### src/rtl/joe_motion.sv
// Per-frame position and hit-state controller for the Joe sprite.
// Advances once per rising vsync edge: walking, then rise/fall/respawn-wait after a hit.
//
// state | meaning
// WALK  | keyboard-controlled horizontal walking
// RISE  | sprite rises after a collision for RISE_FRAMES frames
// FALL  | sprite falls back to ground level
// WAIT  | sprite held at ground for WAIT_FRAMES frames, then respawns at X_START
module joe_motion #(
  parameter int X_START     = 320,
  parameter int Y_START     = 400,
  parameter int X_MIN       = 42,
  parameter int X_MAX       = 597,
  parameter int Y_MIN       = 46,
  parameter int STEP        = 2,
  parameter int FLY_VY      = 4,
  parameter int RISE_FRAMES = 20,
  parameter int WAIT_FRAMES = 60
) (
  input  logic       Clk,
  input  logic       Reset,
  input  logic       vsync,
  input  logic [7:0] keycode,
  input  logic       collide,
  output logic [9:0] centerx,
  output logic [9:0] centery,
  output logic [1:0] hit_joe
);

  localparam int T_MAX = (RISE_FRAMES > WAIT_FRAMES) ? RISE_FRAMES : WAIT_FRAMES;
  localparam int TW    = (T_MAX > 1) ? $clog2(T_MAX) : 1;

  localparam logic [10:0] X_LO_11  = 11'(X_MIN + STEP);
  localparam logic [10:0] X_MAX_11 = 11'(X_MAX);
  localparam logic [10:0] Y_LO_11  = 11'(Y_MIN + FLY_VY);
  localparam logic [10:0] Y_GND_11 = 11'(Y_START);
  localparam logic [10:0] STEP_11  = 11'(STEP);
  localparam logic [10:0] VY_11    = 11'(FLY_VY);

  typedef enum logic [1:0] {
    WALK = 2'b00,
    RISE = 2'b01,
    FALL = 2'b10,
    WAIT = 2'b11
  } state_t;

  state_t          state_q, state_d;
  logic [9:0]      x_q, x_d, y_q, y_d;
  logic [TW-1:0]   timer_q, timer_d;
  logic            vs_q, collide_pend, frame;
  logic [10:0]     x_ext, y_ext, x_inc, x_dec, y_up, y_down;

  assign frame = vsync & ~vs_q;

  // All position arithmetic is done one bit wider so it cannot wrap.
  assign x_ext  = {1'b0, x_q};
  assign y_ext  = {1'b0, y_q};
  assign x_inc  = x_ext + STEP_11;
  assign x_dec  = x_ext - STEP_11;
  assign y_up   = y_ext - VY_11;
  assign y_down = y_ext + VY_11;

  always_comb begin
    state_d = state_q;
    x_d     = x_q;
    y_d     = y_q;
    timer_d = timer_q;
    case (state_q)
      WALK: begin
        if (collide_pend || collide) begin
          state_d = RISE;
          timer_d = TW'(RISE_FRAMES - 1);
        end else if (keycode == 8'h04) begin
          x_d = (x_ext < X_LO_11) ? 10'(X_MIN) : x_dec[9:0];
        end else if (keycode == 8'h07) begin
          x_d = (x_inc > X_MAX_11) ? 10'(X_MAX) : x_inc[9:0];
        end
      end
      RISE: begin
        y_d = (y_ext < Y_LO_11) ? 10'(Y_MIN) : y_up[9:0];
        if (timer_q == '0) state_d = FALL;
        else               timer_d = timer_q - 1'b1;
      end
      FALL: begin
        if (y_down >= Y_GND_11) begin
          y_d     = 10'(Y_START);
          state_d = WAIT;
          timer_d = TW'(WAIT_FRAMES - 1);
        end else begin
          y_d = y_down[9:0];
        end
      end
      WAIT: begin
        if (timer_q == '0) begin
          state_d = WALK;
          x_d     = 10'(X_START);
        end else begin
          timer_d = timer_q - 1'b1;
        end
      end
      default: state_d = WALK;
    endcase
  end

  // vs_q resets high so a vsync already high at release is not seen as an edge.
  always_ff @(posedge Clk or posedge Reset) begin
    if (Reset) begin
      vs_q         <= 1'b1;
      collide_pend <= 1'b0;
      state_q      <= WALK;
      x_q          <= 10'(X_START);
      y_q          <= 10'(Y_START);
      timer_q      <= '0;
    end else begin
      vs_q <= vsync;
      if (frame)        collide_pend <= 1'b0;
      else if (collide) collide_pend <= 1'b1;
      if (frame) begin
        state_q <= state_d;
        x_q     <= x_d;
        y_q     <= y_d;
        timer_q <= timer_d;
      end
    end
  end

  assign centerx = x_q;
  assign centery = y_q;
  assign hit_joe = state_q;

endmodule

### config.mk
export PLATFORM = sky130hd
export DESIGN_NAME = joe_motion
export DESIGN_NICKNAME = d
export VERILOG_FILES = /design/src/rtl/joe_motion.sv
export SDC_FILE = /design/constraint.sdc
export NUM_CORES = 1
export LEC_CHECK = 0
export ABC_AREA = 1
export BUFFER_PORTS_ARGS = -buffer_cell sky130_fd_sc_hd__buf_2
export CORE_MARGIN = 3
export CORE_UTILIZATION = 35
export CTS_BUF_LIST = sky130_fd_sc_hd__clkbuf_16
export DETAILED_ROUTE_END_ITERATION = 10
export SYNTH_ARGS = -nofsm -noshare
export SYNTH_HDL_FRONTEND = slang
export SYNTH_SLANG_ARGS = --single-unit
### constraint.sdc
create_clock -name Clk -period 5.4 [get_ports Clk]
set_input_delay 0 -clock Clk [delete_from_list [all_inputs] [get_ports Clk]]
set_output_delay 0 -clock Clk [all_outputs]
set_load 0.01 [all_outputs]
Yosys cells after proc, flatten, opt, wreduce, memory -nomap -nowiden
Index checks and enable logic that the tools add are counted.
{ "word_totals": {"ff_bits": 30, "wordCells": 61, "out_inout_bits": 22, "input_bits": 12} }
{ "op_classes": {"reduce_logical": 11, "n_eq_ne": 12, "n_addsub": 5, "n_bitwise": 2, "n_mux": 21, "order_cmp": 4} }
{ "op_table": {"columns": ["op", "count"], "rows": [
  ["$mux 10", 8],
  ["$pmux 10 s2", 2],
  ["$lt 10x6->1 const B", 2],
  ["$mux 6", 3],
  ["$pmux 6 s3", 1],
  ["$eq 8x3->1 const B", 2],
  ["$ne 2x2->1 const B", 6],
  ["$add 10x2->11 const B", 1],
  ["$add 10x3->11 const B", 1],
  ["$ge 11x9->1 const B", 1],
  ["$gt 11x10->1 const B", 1],
  ["$reduce_and 5->1", 2],
  ["$sub 10x2->10 const B", 1],
  ["$sub 10x3->10 const B", 1],
  ["$mux 2", 4],
  ["$pmux 2 s4", 1],
  ["$logic_not 6->1", 1],
  ["$reduce_bool 2->1", 3],
  ["$sub 6x1->6 const B", 1],
  ["$eq 2x2->1 const B", 2],
  ["$reduce_and 4->1", 1],
  ["$ne 3x3->1 const B", 1],
  ["$eq 2x1->1 const B", 1],
  ["$logic_not 2->1", 1],
  ["6 further kinds", 7]
]} }

Depth between registers and ports, before layout
{ "logic_depth": {"ltp_word": 7, "mapped_depth": 17, "depth_no_buf": 17} }

Worst setup path after synthesis
Ideal clock, no wire load.
{ "synth_timing": {"path_kind": "register to register", "from": "register x_q[1], in the netlist centerx[1]", "to": "register x_q[0], in the netlist centerx[0]", "path_buffers": 0, "t_arrival_ps": 1684, "required_ps": 5283, "synth_period_minus_slack_ps": 1801, "setup_slack_ps": 3599, "setup_ps": 117, "path_stages_with_launch": 17, "cell_sequence": "dfrtp_1 -> inv_1 -> ha_1 -> nand3_1 -> nand2_1 -> nand2_1 -> nand2_1 -> nand2_1 -> nand2_1 -> nand2_1 -> nand2_2 -> nand2_2 -> nand2_2 -> nand2_1 -> nand2_1 -> nand2_1 -> nand2_1"} }
{ "synth_via": {"elab_chain_cells": 7, "elab_cells_between_ends": 9, "cone_classes": "add/sub: 1; order compare: 2; mux: 6"} }
{ "synth_lines": {"columns": ["item", "line_no", "rtl"], "rows": [
  ["start, declared", "48", "logic [9:0] x_q, x_d, y_q, y_d;"],
  ["start signal, assigned", "111", "x_q <= 10'(X_START);"],
  ["$add 10x2->11", "58", "assign x_inc = x_ext + STEP_11;"],
  ["$gt 11x10->1", "76", "x_d = (x_inc > X_MAX_11) ? 10'(X_MAX) : x_inc[9:0];"],
  ["$mux 10", "76", null],
  ["$mux 10", "75", "end else if (keycode == 8'h07) begin"],
  ["$mux 10 (*)", "73", "end else if (keycode == 8'h04) begin"],
  ["$mux 10 (*)", "70", "if (collide_pend || collide) begin"],
  ["$pmux 10 s2 (*)", "68", "case (state_q)"]
]} }
Every way passes the cells marked *; elsewhere a longest branch is shown, timed or not. The select of a mux whose other input is x is not followed.
A chain may end at the register's enable or synchronous reset.

Worst setup path in the final report
Same ends and word-level chain as after synthesis.

==> results.toml <==
[outcome]
outcome = "finished, final reports clean"

[cts]
cts_resized = 0
holdBufCountCts = 2
clock-root-buffer = "clkbuf_16"
numCtsBuffers = 5
insertion_delay_ns = 0.27
cts.sinks = 29
h-tree-depth = 2
cts.path.max_buffers = 2
cts_tree = "built"
post_cts_buffers = 0
cts.clk_slew.worst_paths_ns = 0.05

[synthesis]
synthMuxAreaShare_pct = 0
synth_cells = 360
synth_compound_area_share_pct = 11.1
synth_most_common_cell = "nand2_1"
syn-num-nets = 386
synth_top_flop_cell = "dfrtp_1"
yosys.area_share.xor_xnor_pct = 5.72
avgSynthCellArea_sq_um = 6.75
yosysWarningCount = 0
seq_area_frac_synth_pct = 30.2
synthesis.area_sq_um = 2430
synth_top_family_by_area = "simple AND/OR/NAND/NOR gates"
synth_area_leaders = "dfrtp_1, nand2_1, ha_1"
synth_common_cells = "nand2_1, nor2_1, inv_1"
ys_ff_latch = 29
synth_edf_count = 0
synth_cell_types = 37
yosysTopAreaCellShare_pct = 23.7
synth_adder_area_share_pct = 7.21
synth-simple-area-share_pct = 36.8
synth_top_area_cell = "dfrtp_1"
ys_async_sr_fraction_pct = 100

[sta]
final_hold_viol_count = 0
rsz0062_at_grt = "no"
drv_slew = 0
fin_crit_sh_pct = 37.8
fmax_mhz = 490
layout_min_cycle_time_ns = 2.04
tns_ns = 0
fin_worst_skew_ns = 0.00959
hold_ws_ns = 0.00729
setup_viol = 0

[power_and_ir_drop]
vdd_drop_max_mv = 0.196
p_per_area_nw_per_um2 = 520
power.static_leakage_nw = 1.47

[routing]
first_pass_iters = 4
wire_per_inst_um = 12.4
drcViolationCount = 0
vias = 2404
antenna_left = 0
drt_wl_total_mm = 5.89
vias_per_cell = 5.06
drtIter0Drc = 73

[layout]
diodes = 0
synthToLayoutAreaGrowth_pct = 15.9
layout-drive-gt1-share_pct = 16.6
fillCellCount = 687
nets = 423

[floorplan]
core_area_sq_um = 6530
io_pins = 34
rows = 29
die_h_um = 89.3
start_util_pct = 37.2
die-area_sq_um = 7970
die_w_um = 89.3

[critical_path]
worstSetupStartpointType = "register"
cp_slowest_cell = "dfrtp_1"
crit_fanout = 8
crit_path_end_kind = "register"
cp_data_arrival_time_ns = 2.21
crit_family = "simple AND/OR/NAND/NOR gates"
worstPathRequired_ns = 5.56
critPathMaxStageDelay_ns = 0.49
path_buf_inv = 1
cp_common_cell = "nand2_1"
crit_chain = "inv_1 -> ha_1 -> nand3_1 -> nand2_1 -> nand2_1 -> nand2_1 -> nand2_1 -> nand2_1 -> nand2_1 -> nand2_2 -> nand2_2 -> nand2_2 -> nand2_1 -> nand2_1 -> nand2_1 -> nand2_1"
critPathKind = "register to register"
r2r-start = "centerx[1]"
crit_start = "centerx[1]"

[grt]
grt_max_degree = 30
grt_usage_pct = 16.4
antenna_found_initial = 0
grt_pass1_wl_mm = 10.4
grt_remaining_overflow = 0
grt_pass1_vias = 2293

[place]
dp_hpwl_mm = 4.55
io_buffers = 32
finalWeightedCongestion = 0.854

[job]
maxCapViolCount = 0

[hold_path]
hp-start = "collide"
min_path_type = "input pin to register"
[final timing paths]
path / to / slack, ns / cells past startpoint
worst min register to register: timer_q[4] / 0.49 / 2
worst max-delay path: centerx[0] / 3.36 / 16
worst max register to register: centerx[0] / 3.36 / 16
max in group asynchronous: centerx[8] / 4.73 / 4
min in group asynchronous: centerx[7] / 0.34 / 4
worst min-delay path: collide_pend / 0.007 / 3
[cell usage in the layout, fill, tap and decap left out]
| cell type | instances |
|---|---|
| nand2_1 | 95 |
| inv_1 | 41 |
| nor2_1 | 40 |
| buf_2 | 32 |
| dfrtp_1 | 23 |
| nand3_1 | 22 |
| nand4_1 | 15 |
| o21ai_1 | 14 |
| a21oi_1 | 14 |
| ha_1 | 14 |
| o21ai_0 | 13 |
| xor2_1 | 11 |
| nor3_1 | 9 |
| inv_2 | 7 |
| nand2_2 | 6 |
| dfstp_2 | 6 |
| clkbuf_16 | 5 |
| xnor2_1 | 3 |
| nor2_4 | 2 |
| nand3b_1 | 2 |
| clkinv_1 | 2 |
| o211ai_1 | 2 |
| o22ai_1 | 2 |
| a211oi_1 | 2 |
| nand3_2 | 2 |
| dlygate4sd3_1 | 2 |
| xor2_2 | 1 |
| or2_1 | 1 |
| nor3_4 | 1 |
| nor2_2 | 1 |
| a31oi_1 | 1 |
| a22oi_1 | 1 |
| a21boi_1 | 1 |
| nor3b_1 | 1 |
| or2_2 | 1 |
| conb_1 | 1 |
| clkinv_2 | 1 |
| buf_4 | 1 |
[sequential cells by signal (all words and copies together) (netlist names)]
register      flops
centery           9
centerx          10
hit_joe           2
timer_q           6
vs_q              1
collide_pend      1
[worst min-delay path, cell delays in order]
cell,delay [ns]
buf_2,0.09
nor2_1,0.05
nor2_1,0.10
[cell type report]
type	instances	area (sq um)	share of cell area, %
clock inverters	3	12.5	0.444
multi-input cells	278	1480	52.6
flip-flops and latches	29	733	26.0
inverters	48	180	6.40
repair buffers	35	188	6.67
clock buffers	5	125	4.44
well taps	77	96.3	3.42
[cell families after synthesis]
| group | count (synthesis) |
|---|---|
| buffers and inverters | 53 |
| flip-flops | 29 |
| adder cells (fa/ha/maj) | 14 |
| XOR/XNOR | 15 |
| other | 1 |
| AO/OA/AOI/OAI | 50 |
| AND/OR/NAND/NOR | 198 |
[report_power, final]
part	internal [W]	switching (W)
logic	0.000288	0.000487
registers	0.000311	0.000120
clock network	0.000166	0.0000927
total	0.000764	0.000700
[per-stage QoR]
step                      cell area, sq um  util (%)  setup slack [ns]  std cells  power, W
after floorplan                       2430         -              3.60        360   0.00100
after global routing                  2820      43.1              3.05        475   0.00162
final                                 2820      43.1              3.36        475   0.00146
after CTS                             2820      43.1              3.34        475   0.00148
after detailed placement              2660      40.7              3.35        465   0.00120
after global placement                2660      40.7              3.38        465   0.00121
[layer usage]
metal / wire length (um) / global-route usage (%) / part of all wire, %
met3: 207 / 3.04 / 3.5
met5: 0 / 0 / 0
met2: 2860 / 27.7 / 49
met1: 2750 / 21.2 / 47
met4: 72 / 5.28 / 1.2
Power figures use the tool's default switching activity.
